[src/rtl/alu_pkg.sv]
// alu_pkg: shared definitions for the sequential ALU.
//   aluk_e   - 3-bit operation select encoding carried on the aluk port
//   state_e  - control FSM states (IDLE, BUSY while multiplying, HOLD with result pending)
//   NZP_*    - bit positions inside the {N,Z,P} condition code, plus its reset/zero value
package alu_pkg;

    typedef enum logic [2:0] {
        OP_ADD  = 3'b000,
        OP_AND  = 3'b001,
        OP_NOT  = 3'b010,
        OP_PASS = 3'b011,
        OP_SUB  = 3'b100,
        OP_SHL  = 3'b101,
        OP_SHR  = 3'b110,
        OP_MUL  = 3'b111
    } aluk_e;

    typedef enum logic [1:0] {
        S_IDLE = 2'b00,
        S_BUSY = 2'b01,
        S_HOLD = 2'b10
    } state_e;

    localparam int NZP_N = 2;
    localparam int NZP_Z = 1;
    localparam int NZP_P = 0;

    localparam logic [2:0] NZP_ZERO = 3'b010;

endpackage

[src/rtl/alu_mul_iter.sv]
// alu_mul_iter: unsigned iterative shift-add multiplier, one multiplier bit per cycle.
//   clk, reset_n : clock and asynchronous active-low reset
//   start        : capture a/b and begin a new product (ignored bookkeeping-wise while running)
//   a, b         : WIDTH-bit unsigned operands, sampled only on the start edge
//   done         : high for one cycle once product holds the full result
//   product      : 2*WIDTH-bit accumulated product
// The start edge already folds in multiplier bit 0, so the remaining WIDTH-1 bits
// take WIDTH-1 further edges and done is visible WIDTH cycles after start.
module alu_mul_iter #(
    parameter int WIDTH = 16
) (
    input  logic                 clk,
    input  logic                 reset_n,
    input  logic                 start,
    input  logic [WIDTH-1:0]     a,
    input  logic [WIDTH-1:0]     b,
    output logic                 done,
    output logic [2*WIDTH-1:0]   product
);

    localparam int CW = $clog2(WIDTH);

    logic [2*WIDTH-1:0] acc;
    logic [2*WIDTH-1:0] mcand;
    logic [WIDTH-1:0]   mplier;
    logic [CW-1:0]      count;
    logic               running;

    // NOTE: state is updated with non-blocking assignments so every register
    // samples the pre-edge values of its neighbours, matching real flops.
    always_ff @(posedge clk or negedge reset_n) begin
        if (!reset_n) begin
            acc     <= '0;
            mcand   <= '0;
            mplier  <= '0;
            count   <= '0;
            running <= 1'b0;
        end else if (start) begin
            acc     <= b[0] ? {{WIDTH{1'b0}}, a} : '0;
            mcand   <= {{WIDTH{1'b0}}, a} << 1;
            mplier  <= b >> 1;
            count   <= CW'(WIDTH - 1);
            running <= 1'b1;
        end else if (running) begin
            if (count == '0) begin
                running <= 1'b0;
            end else begin
                if (mplier[0]) begin
                    acc <= acc + mcand;
                end
                mcand  <= mcand << 1;
                mplier <= mplier >> 1;
                count  <= count - 1'b1;
            end
        end
    end

    assign done    = running && (count == '0);
    assign product = acc;

endmodule

[src/rtl/seq_alu.sv]
// seq_alu: sequential ALU with valid/ready handshakes on both sides.
//   clk, reset_n          : clock and asynchronous active-low reset
//   a, b, aluk            : operands and operation select (see alu_pkg::aluk_e)
//   in_valid / in_ready   : request handshake; accepted when both are high on a rising edge
//   result, nzp, c_v, err : registered result, {N,Z,P}, {carry, overflow}, disabled-op flag
//   out_valid / out_ready : result handshake; outputs hold steady until out_ready
// Single-cycle ops land in HOLD one edge after acceptance; MUL spends WIDTH cycles
// in BUSY on the iterative multiplier first. With MUL_EN=0, MUL completes in one
// cycle with result 0 and err set.
module seq_alu
    import alu_pkg::*;
#(
    parameter int WIDTH  = 16,
    parameter int MUL_EN = 1
) (
    input  logic             clk,
    input  logic             reset_n,
    input  logic [WIDTH-1:0] a,
    input  logic [WIDTH-1:0] b,
    input  logic [2:0]       aluk,
    input  logic             in_valid,
    output logic             in_ready,
    output logic [WIDTH-1:0] result,
    output logic [2:0]       nzp,
    output logic [1:0]       c_v,
    output logic             err,
    output logic             out_valid,
    input  logic             out_ready
);

    function automatic logic [2:0] nzp_of(input logic [WIDTH-1:0] v);
        nzp_of = '0;
        if (v[WIDTH-1])    nzp_of[NZP_N] = 1'b1;
        else if (v == '0)  nzp_of[NZP_Z] = 1'b1;
        else               nzp_of[NZP_P] = 1'b1;
    endfunction

    // ---------------- single-cycle datapath ----------------
    logic [4:0]       shamt;
    logic             shift_big;
    logic [WIDTH:0]   add_ext;
    logic [WIDTH:0]   shl_ext;
    logic [WIDTH-1:0] sub_res;
    logic [WIDTH-1:0] alu_res;
    logic             alu_carry;
    logic             alu_ovf;
    logic             alu_err;

    assign shamt     = b[4:0];
    assign shift_big = (32'(shamt) >= 32'(WIDTH));
    assign add_ext   = {1'b0, a} + {1'b0, b};
    assign sub_res   = a - b;
    // The extra top bit catches the last bit shifted out for the SHL carry.
    assign shl_ext   = {1'b0, a} << shamt;

    // NOTE: every output of this block gets a default first, so no path can
    // leave a variable unassigned and infer a latch.
    always_comb begin
        alu_res   = '0;
        alu_carry = 1'b0;
        alu_ovf   = 1'b0;
        alu_err   = 1'b0;
        case (aluk)
            OP_ADD: begin
                alu_res   = add_ext[WIDTH-1:0];
                alu_carry = add_ext[WIDTH];
                alu_ovf   = (a[WIDTH-1] == b[WIDTH-1]) && (add_ext[WIDTH-1] != a[WIDTH-1]);
            end
            OP_AND:  alu_res = a & b;
            OP_NOT:  alu_res = ~a;
            OP_PASS: alu_res = a;
            OP_SUB: begin
                alu_res   = sub_res;
                alu_carry = (a >= b);
                alu_ovf   = (a[WIDTH-1] != b[WIDTH-1]) && (sub_res[WIDTH-1] != a[WIDTH-1]);
            end
            OP_SHL: begin
                if (!shift_big) begin
                    alu_res   = shl_ext[WIDTH-1:0];
                    alu_carry = shl_ext[WIDTH];
                end
            end
            OP_SHR: begin
                if (!shift_big) alu_res = a >> shamt;
            end
            // Only reaches the output registers when the multiplier is absent.
            OP_MUL:  alu_err = (MUL_EN == 0);
            default: alu_res = '0;
        endcase
    end

    // ---------------- iterative multiplier ----------------
    logic                 mul_start;
    logic                 mul_done;
    logic [2*WIDTH-1:0]   mul_product;

    generate
        if (MUL_EN != 0) begin : g_mul
            alu_mul_iter #(.WIDTH(WIDTH)) u_mul (
                .clk     (clk),
                .reset_n (reset_n),
                .start   (mul_start),
                .a       (a),
                .b       (b),
                .done    (mul_done),
                .product (mul_product)
            );
        end else begin : g_nomul
            assign mul_done    = 1'b0;
            assign mul_product = '0;
        end
    endgenerate

    // ---------------- control FSM ----------------
    state_e state_q;
    state_e state_d;
    logic   load_alu;
    logic   load_mul;

    always_comb begin
        state_d   = state_q;
        in_ready  = 1'b0;
        load_alu  = 1'b0;
        load_mul  = 1'b0;
        mul_start = 1'b0;
        case (state_q)
            S_IDLE: in_ready = 1'b1;
            S_BUSY: begin
                if (mul_done) begin
                    state_d  = S_HOLD;
                    load_mul = 1'b1;
                end
            end
            S_HOLD: begin
                // Retiring and accepting may share an edge.
                in_ready = out_ready;
                if (out_ready) state_d = S_IDLE;
            end
            default: state_d = S_IDLE;
        endcase
        if (in_valid && in_ready) begin
            if (aluk == OP_MUL && MUL_EN != 0) begin
                state_d   = S_BUSY;
                mul_start = 1'b1;
            end else begin
                state_d  = S_HOLD;
                load_alu = 1'b1;
            end
        end
    end

    always_ff @(posedge clk or negedge reset_n) begin
        if (!reset_n) begin
            state_q <= S_IDLE;
            result  <= '0;
            nzp     <= NZP_ZERO;
            c_v     <= 2'b00;
            err     <= 1'b0;
        end else begin
            state_q <= state_d;
            if (load_alu) begin
                result <= alu_res;
                nzp    <= nzp_of(alu_res);
                c_v    <= {alu_carry, alu_ovf};
                err    <= alu_err;
            end else if (load_mul) begin
                result <= mul_product[WIDTH-1:0];
                nzp    <= nzp_of(mul_product[WIDTH-1:0]);
                c_v    <= {1'b0, |mul_product[2*WIDTH-1:WIDTH]};
                err    <= 1'b0;
            end
        end
    end

    assign out_valid = (state_q == S_HOLD);

endmodule

[config.mk]
export PLATFORM = sky130hd
export DESIGN_NAME = seq_alu
export DESIGN_NICKNAME = d
export VERILOG_FILES = /design/src/rtl/alu_pkg.sv /design/src/rtl/alu_mul_iter.sv /design/src/rtl/seq_alu.sv
export SDC_FILE = /design/constraint.sdc
export NUM_CORES = 1
export LEC_CHECK = 0
export ABC_CLOCK_PERIOD_IN_PS = 2400
export BUFFER_PORTS_ARGS = -buffer_cell sky130_fd_sc_hd__buf_2
export CAP_MARGIN = 20
export CELL_PAD_IN_SITES_DETAIL_PLACEMENT = 1
export CELL_PAD_IN_SITES_GLOBAL_PLACEMENT = 1
export CORE_UTILIZATION = 43
export DETAILED_ROUTE_END_ITERATION = 7
export GPL_TIMING_DRIVEN = 0
export PLACE_DENSITY_LB_ADDON = 0.12
export SKIP_CTS_REPAIR_TIMING = 1
export SYNTH_ARGS = -nofsm -noshare
export SYNTH_HDL_FRONTEND = slang
export SYNTH_SLANG_ARGS = --single-unit
[constraint.sdc]
create_clock -name clk -period 2.4 [get_ports clk]
set_input_delay 0.12 -clock clk [delete_from_list [all_inputs] [get_ports clk]]
set_output_delay 0.12 -clock clk [all_outputs]
set_load 0.005 [all_outputs]
==> results.cfg, run 1 <==
[global_route]
grt_max_degree = 60
grt_antenna_before_repair = 0
grtUsageTotal_pct = 32.9
grt-ovfl-total = 0
grt_pass1_wl_mm = 60.0
first_global_vias = 10200

[cells_and_area]
fin_nets = 1469
fin_area_um2 = 12100
diodes = 0
area.growth.synth_to_final_pct = 21.5
layout-drive-gt1-share_pct = 22.0

[clocking]
cts_tree = done
cts_made_buffers = 9
clockBufferDepth = 2
htreeDepth = 3
insertion_delay_ns = 0.37
clock-root-buffer = clkbuf_16
clock_sinks = 105
clkSlewWorstSetupHoldPaths_ns = 0.09

[power]
p_sw_share_pct = 47.2
power_frac_seq_pct = 28.7
p_int_mw = 5.81
p_leak_nw = 5.20
total_power_mw = 11.0
clkPwrFrac_pct = 13.5
ir_drop_mv = 0.651
powerDensity_nw_per_um2 = 913
p_sw_mw = 5.20
comb_power_share_pct = 57.7

[routing]
first_iter_violations = 807
dr.pass1.iters = 7
wl_met3_mm = 2.38
met1Wirelength_mm = 18.3
route.detailed.drc = 0
wl_met2_mm = 18.6
wl_mm = 40.2
ant_nets = 0
vias = 10500
wl_per_cell_um = 24.3
highest_layer = met4
viasPerCell = 6.33

[placed_design]
placed_area_um2 = 10800
io_buffers = 60
place.gp.congestion = 0.992
dp_hpwl_mm = 29.9

[yosys]
syn_avg_cell_area_um2 = 7.93
ys_ff_latch = 105
ys_warn_count = 0
synthesis.nets = 1357
synth-edff-count = 0
ys_types = 83
syn_inst = 1250
async_reset_ff_share_pct = 100
syn_area_um2 = 9920
ys.flop_type = dfrtp_1
yosysSeqAreaShare_pct = 26.5

[die]
row_count = 55
die-area_um2 = 23700
start_util_pct = 43.8
core_area_um2 = 22600
die_h_um = 154
dieWidth_um = 154
io_pins = 63

[run_status]
run_status = complete, but fails checks
violations = negative setup slack

[timing]
worst_pin_slew_ns = 0.911
clock.fmax_ghz = 0.316
maxSlewViolCount = 0
rsz0062_at_grt = yes
period_share_pct = 132
final.min_clock_period_ns = 3.16
slew_headroom_pct = 39.1
setup_slack_ns = -0.763
finalSetupViolCount = 32
hold_viol = 0
fin_skew_ns = 0.0196

[setup_path]
critPathCaptureType = flop
cp.arrival_ns = 3.40
rr_endpoint = g_mul.u_mul.product[30]$_DFFE_PN0P_
cp-start-kind = input pin
r2r_cells = 11
cp_max_fo = 5
required_ns = 2.64
critPathKind = input pin to flop
r2r-start = g_mul.u_mul.product[15]$_DFFE_PN0P_
rrSetupSlack_ns = -0.44

[worst_hold_path]
hold_path_class = input pin to flop
hp-start = out_ready
hold-path-cell-count = 3
min_to = state_q[1]$_DFFE_PN0P_

[job]
maxCapViolCount = 0
## worst max path at each step
stage / startpoint / to / slack [ns] / depth (start not counted)
final: a[1] / nzp[0]$_DFFE_PN0P_ / -0.76 / 15
after global routing: a[1] / nzp[0]$_DFFE_PN0P_ / -0.80 / 15
after CTS: a[1] / nzp[0]$_DFFE_PN0P_ / -1.23 / 14
after detailed placement: a[1] / nzp[0]$_DFFE_PN0P_ / -1.60 / 14
after global placement: a[1] / nzp[0]$_DFFE_PN0P_ / -1.57 / 14
after floorplan: b[2] / nzp[0]$_DFFE_PN0P_ / -0.52 / 15
## cell families (layout without fill, tap and decap cells)
logic type      count (synthesis)  after routing  synth area share [%]
compound gates                374            374                  24.8
xor+xnor                       37             37                  3.27
fa+ha+maj                      68             68                  8.81
buf+inv                       140            257                  5.85
flops                         105            105                  26.5
mux                            74             74                  9.69
other cells                     1              1                0.0378
simple gates                  451            451                  21.1
## routing by layer
metal / vias to the layer above / global-route usage [%]
li1: 4812 / -
met1: 5241 / 45.6
met2: 345 / 52.2
met3: 60 / 5.78
met4: 0 / 9.81
met5: - / 0
## cells in the mapped netlist (all sizes together) (24+ instances only)
| master | number | area [um^2] |
|---|---|---|
| a21oi | 113 | 566 |
| a31oi | 35 | 219 |
| clkbuf | 67 | 251 |
| dfrtp | 104 | 2600 |
| ha | 65 | 813 |
| inv | 50 | 188 |
| mux2i | 42 | 420 |
| nand2 | 177 | 664 |
| nand3 | 24 | 120 |
| nor2 | 114 | 428 |
| nor3 | 25 | 125 |
| o21ai | 65 | 325 |
## sequential cells by signal, indices dropped and copies added, names as in the netlist
| register | count |
|---|---|
| c_v | 2 |
| g_mul.u_mul.count | 4 |
| g_mul.u_mul.mcand | 31 |
| g_mul.u_mul.mplier | 15 |
| g_mul.u_mul.product | 32 |
| g_mul.u_mul.running | 1 |
| nzp | 2 |
| result | 16 |
| state_q | 2 |
## placed cells by master, fill, tap and decap left out, types with 16 or more instances in the layout
cell,n
nand2b_1,16
clkbuf_1,44
a211oi_1,16
mux2i_1,41
xnor2_1,16
mux4_2,16
a31oi_1,33
inv_1,40
xor2_1,17
o21ai_0,41
nor3_1,21
buf_4,45
clkbuf_2,20
a21oi_1,95
nor2_1,112
nand2_1,174
ha_1,56
nand3_1,22
nand4_1,16
dfrtp_1,103
o211ai_1,16
buf_2,58
## through the flow
step	setup TNS, ns	worst slack [ns]	std cells	hold slack (ns)	util (%)
5_1_grt	-13.37	-0.797	1652	0.0722	53.2
4_1_cts	-26.37	-1.23	1612	-0.192	48.8
3_3_place_gp	-67.05	-1.57	1595	0.422	47.4
6_report	-7.57	-0.763	1652	0.0499	53.2
3_5_place_dp	-58.90	-1.60	1596	0.197	47.5
2_1_floorplan	-1.05	-0.517	1250	-0.176	-
## power by group through the flow
stage | clock network (mW) | logic (mW) | registers [mW]
global route | 1.57 | 6.99 | 3.25
global placement | 0 | 5.45 | 3.15
detailed placement | 0 | 5.61 | 3.17
floorplan | 0 | 4.10 | 2.92
CTS | 1.54 | 5.65 | 3.14
finish | 1.49 | 6.35 | 3.16
## cell type report
class,count,area [um^2]
multi-input combinational,1005,7350
tap,285,357
timing repair buffer,103,696
inverter,50,220
clock buffer,10,229
clock inverter,6,61.3
sequential,105,2630
fill,2741,10600
buffer,88,507
## worst max-delay path, cell delays in order
cell and delay (ns):
buf_12 0.08, buf_8 0.10, clkinvlp_4 0.10, buf_4 0.16, fa_1 0.50, nand2b_1 0.23, a21oi_4 0.20, o21a_1 0.18
o21ai_0 0.13, a41o_1 0.28, nor3_2 0.26, nand4_1 0.24, nor4_4 0.31, a41oi_2 0.19, a221o_1 0.30
Note: power is estimated with default switching activity, not from simulation.
==> run 2: changes to the inputs <==
--- a/config.mk
+++ b/config.mk
@@ -10,6 +10,7 @@
 export CAP_MARGIN = 20
 export CELL_PAD_IN_SITES_DETAIL_PLACEMENT = 1
 export CELL_PAD_IN_SITES_GLOBAL_PLACEMENT = 1
+export CORE_ASPECT_RATIO = 0.5
 export CORE_UTILIZATION = 43
 export DETAILED_ROUTE_END_ITERATION = 7
 export GPL_TIMING_DRIVEN = 0
@@ -18,3 +19,4 @@
 export SYNTH_ARGS = -nofsm -noshare
 export SYNTH_HDL_FRONTEND = slang
 export SYNTH_SLANG_ARGS = --single-unit
+export TNS_END_PERCENT = 50
==> run 2 against run 1 <==
Against the previous run: the flow still finishes with violations (negative setup slack); global-route usage is 1.1 points higher; wire length is 5.8% higher; utilization is 2.6 points higher; flip-flop and latch count stayed put; critical path depth is 1 higher; clock skew is 0.010 ns lower; clock-buffer cell count stayed put; sequential power is 3% higher; largest power group unchanged.
==> results.cfg, run 2 (synthesis results as in run 1) <==
[setup_path]
crit_chain = buf_8, buf_12, buf_12, inv_8, fa_2, or2_4, a221oi_4, o221a_1, a21oi_2, xnor2_2, a221oi_2, buf_4, nand4_1, nor4_4, a41oi_2, a221o_1
cp.arrival_ns = 3.24
cp_max_fo = 4
critPathKind = input pin to flop
cpPeakStageDelay_ns = 0.41
required_ns = 2.64
cp_top_family = compound AO/OA/AOI/OAI gates
cpMostUsedCell = buf_12
cp_slowest_cell = fa_2
critPathCaptureType = flop
path_buf_inv = 5
cp-start-kind = input pin

[timing]
clock.fmax_ghz = 0.333
tns_ns = -5.60
period_share_pct = 125
holdWs_ns = 0.0754
worst_pin_slew_ns = 0.902
finalSetupViolCount = 26
maxSlewViolCount = 0
final.min_clock_period_ns = 3.00
rsz0062_at_grt = yes
setup_slack_ns = -0.601
hold_viol = 0
fin_skew_ns = 0.00911
slew_headroom_pct = 39.1

[clocking]
clkSlewWorstSetupHoldPaths_ns = 0.07
cts_tree = done
clockBufferDepth = 2
insertion_delay_ns = 0.36
cts_made_buffers = 9
htreeDepth = 3
clock-root-buffer = clkbuf_16
clock_sinks = 105

[global_route]
first_global_vias = 10300
grt-ovfl-total = 0
grtUsageMet1_pct = 46.1
grt_util_met2_pct = 57.5
grt_antenna_before_repair = 2
use_met3_pct = 5.03
grt_max_degree = 58
grt_pass1_wl_mm = 61.4
busiest_layer = met2
grtUsageTotal_pct = 34.0

[cells_and_area]
largest_reg_flops = 32
fin_area_um2 = 12400
layout-drive-gt1-share_pct = 24.7
fillers = 2647
final_common_cell = nand2_1
fin_cells = 1678
final_cell_mix = 171 x nand2_1, 108 x nor2_1, 100 x dfrtp_1
fin_nets = 1480
diodes = 0
utilization_pct = 55.8
area.growth.synth_to_final_pct = 24.7

[routing]
route.detailed.drc = 0
viasPerCell = 6.52
wl_mm = 42.5
ant_nets = 0
vias = 10900
wl_per_cell_um = 25.3
dr.pass1.iters = 5
first_iter_violations = 1072

[power]
p_leak_nw = 5.29
powerDensity_nw_per_um2 = 935
total_power_mw = 11.6
ir_drop_mv = 0.528

[die]
start_util_pct = 44.8
die_h_um = 109
die-area_um2 = 23700
row_count = 38
core_area_um2 = 22200
dieWidth_um = 217
io_pins = 63

[placed_design]
dp_hpwl_mm = 30.9
place.gp.congestion = 0.963
place_inst = 1611
pre_cts_slack_ns = -1.64
placed_area_um2 = 10700
io_buffers = 60

[run_status]
run_status = complete, but fails checks
violations = negative setup slack

[worst_hold_path]
hold_path_class = input pin to flop

[job]
maxCapViolCount = 0
-- run 2: area by class of cell --
class | instances | area [um^2] | share of cell area (%)
buffer | 87 | 509 | 4.12
multi-input combinational | 1005 | 7510 | 60.7
sequential | 105 | 2630 | 21.3
clock inverter | 6 | 90.1 | 0.728
timing repair buffer | 115 | 793 | 6.41
inverter | 50 | 218 | 1.76
clock buffer | 10 | 239 | 1.93
tap | 300 | 375 | 3.04
-- run 2: layer usage --
metal,wire length (um),vias to the layer above
met1,18600,5577
li1,-,4809
met2,19700,447
met3,2940,98
met4,1230,2
met5,25,-
-- run 2: report_power, final --
part	switching (mW)	internal, mW
clock network	0.720	0.948
registers	0.762	2.47
logic	3.91	2.75
-- run 2: worst min-delay path, stage by stage --
cell,delay (ns)
buf_2,0.13
nor2_1,0.10
a31oi_1,0.04
-- run 2: path summary, 6_finish.rpt --
check	start	to	slack, ns	depth (start not counted)
max	b[1]	nzp[0]$_DFFE_PN0P_	-0.60	16
min	b[10]	g_mul.u_mul.mplier[9]$_DFFE_PN0P_	0.08	3
max reg2reg	g_mul.u_mul.product[6]$_DFFE_PN0P_	g_mul.u_mul.product[30]$_DFFE_PN0P_	-0.37	10
min reg2reg	g_mul.u_mul.mplier[14]$_DFFE_PN0P_	g_mul.u_mul.mplier[14]$_DFFE_PN0P_	0.52	2
max in group asynchronous	reset_n	nzp[1]$_DFFE_PN1P_	1.28	3
min in group asynchronous	reset_n	g_mul.u_mul.mcand[22]$_DFFE_PN0P_	0.34	2
==> run 3: changes to the inputs <==
--- a/config.mk
+++ b/config.mk
@@ -10,7 +10,7 @@
 export CAP_MARGIN = 20
 export CELL_PAD_IN_SITES_DETAIL_PLACEMENT = 1
 export CELL_PAD_IN_SITES_GLOBAL_PLACEMENT = 1
-export CORE_ASPECT_RATIO = 0.5
+export CORE_ASPECT_RATIO = 0.9
 export CORE_UTILIZATION = 43
 export DETAILED_ROUTE_END_ITERATION = 7
 export GPL_TIMING_DRIVEN = 0
==> run 3 against run 2 <==
Against the previous run: the run still ends with negative setup slack left; sequential share of layout area rose by 0.33 points; clock skew rose by 0.014 ns; clock-buffer cell count did not move; register-to-register slack got worse by 0.08 ns; combinational power rose by 3.8%; clock power fell by 8%; non-clock buffer count fell by 15; sequential power barely moved; cell area fell by 1.4%; critical path depth fell by 4; utilization fell by 1.8 points; critical path type unchanged; critical endpoint unchanged; highest routed layer is now met4.
==> results.cfg, run 3 (synthesis results as in run 1) <==
[power]
clkPwrFrac_pct = 13.2
comb_power_share_pct = 59.2
power_frac_seq_pct = 27.6
total_power_mw = 11.7
p_leak_nw = 5.17
powerDensity_nw_per_um2 = 957
ir_drop_mv = 0.481
p_sw_mw = 5.57
p_int_mw = 6.09
p_sw_share_pct = 47.8

[die]
io_pins = 63
die_h_um = 146
die-area_um2 = 23700
start_util_pct = 43.9
core_area_um2 = 22600
row_count = 52
dieWidth_um = 162

[worst_hold_path]
hold_path_class = input pin to flop

[timing]
slew_headroom_pct = 33.5
setup_slack_ns = -0.694
rsz0062_at_grt = yes
worst_pin_slew_ns = 0.984
hold_viol = 0
clock.fmax_ghz = 0.323
tns_ns = -5.66
period_share_pct = 129
maxSlewViolCount = 0
finalSetupViolCount = 26
fin_skew_ns = 0.0231
final.min_clock_period_ns = 3.09

[clocking]
cts_tree = done
clock-root-buffer = clkbuf_16
insertion_delay_ns = 0.38
clkSlewWorstSetupHoldPaths_ns = 0.09
clockBufferDepth = 2
clock_sinks = 105
cts_made_buffers = 9
htreeDepth = 3

[setup_path]
cpPeakStageDelay_ns = 0.42
crit_chain = buf_2, clkbuf_1, mux2_1, mux2i_1, a2bb2oi_1, o21ai_0, a211o_1, nor3_1, nand4_1, nor4_4, a41oi_1, a221o_1
cp_max_fo = 10
rrSetupSlack_ns = -0.45
cp_slowest_cell = mux2_1
cp.arrival_ns = 3.36
required_ns = 2.67
cp-start-kind = input pin
critPathKind = input pin to flop
critPathCaptureType = flop

[cells_and_area]
layout-drive-gt1-share_pct = 24.1
fin_nets = 1465
seq_area_um2 = 2640
utilization_pct = 54.0
largest_reg_flops = 32
area.growth.synth_to_final_pct = 22.9
fin_area_um2 = 12200
multi_input_area_um2 = 7500
fin_cells = 1660
fillers = 2709
final_cell_mix = 169 x nand2_1, 108 x nor2_1, 97 x dfrtp_1
diodes = 0
final_common_cell = nand2_1

[routing]
route.detailed.drc = 0
wl_mm = 41.2
first_iter_violations = 922
wl_per_cell_um = 24.8
vias = 10600
dr.pass1.iters = 5
ant_nets = 0
viasPerCell = 6.36

[placed_design]
place.gp.congestion = 1.00
io_buffers = 60
placed_area_um2 = 10700
dp_hpwl_mm = 30.5
place_inst = 1608

[run_status]
violations = negative setup slack
run_status = complete, but fails checks

[global_route]
grt_pass1_wl_mm = 61.4
first_global_vias = 10500
grtUsageTotal_pct = 33.7
grt-ovfl-total = 0
grt_max_degree = 69
grt_antenna_before_repair = 0

[job]
maxCapViolCount = 0
==> run 3: cell count changes in the layout (fill, tap and decap cells not counted), sizes merged <==
cell,previous run,this run
clkinv,2,4
clkinvlp,3,1
inv,49,51
bufinv,2,0
buf,134,119
==> run 3: critical path, delay by kind of cell <==
kind	cells	cell delay, ns
multiplexers	2	0.69
buffers and inverters	2	0.43
AO/OA/AOI/OAI	5	1.33
AND/OR/NAND/NOR	3	0.77
==> run 3: path summary, 6_finish.rpt <==
check | start | to | cells after the start
max in group asynchronous | reset_n | nzp[1]$_DFFE_PN1P_ | 3
worst min register to register | g_mul.u_mul.mplier[8]$_DFFE_PN0P_ | g_mul.u_mul.mplier[7]$_DFFE_PN0P_ | 2
worst min-delay path | b[13] | g_mul.u_mul.mplier[12]$_DFFE_PN0P_ | 3
worst max-delay path | a[2] | nzp[0]$_DFFE_PN0P_ | 12
worst max register to register | g_mul.u_mul.product[1]$_DFFE_PN0P_ | g_mul.u_mul.product[25]$_DFFE_PN0P_ | 13
min in group asynchronous | reset_n | g_mul.u_mul.mcand[3]$_DFFE_PN0P_ | 2
==> run 3: final cells by class <==
class	instances	area share, %
clock buffers	10	1.88
repair buffers	100	5.58
multi-input cells	1005	61.5
plain buffers	87	4.09
well taps	297	3.05
flip-flops and latches	105	21.6
inverters	50	1.77
clock inverters	6	0.513
==> run 3: stage by stage <==
| stage | setup WS (ns) | hold WS [ns] |
|---|---|---|
| after global routing | -0.642 | 0.0572 |
| after detailed placement | -1.50 | 0.148 |
| after global placement | -1.48 | 0.425 |
| after CTS | -1.11 | -0.244 |
| final | -0.694 | 0.0360 |
| after floorplan | -0.517 | -0.176 |
==> run 3: layer usage <==
metal	track usage, %	routed length [um]
met1	47.9	18900
met2	52.1	19100
met3	5.99	2460
met4	9.53	813
met5	0	0
==> run 3: power by group through the flow <==
stage	clock, mW	sequential [mW]	combinational, mW
after floorplan	0	2.92	4.05
after global placement	0	3.14	5.39
after detailed placement	0	3.17	5.59
after CTS	1.55	3.15	5.63
after global routing	1.60	3.30	7.52
final	1.53	3.22	6.91
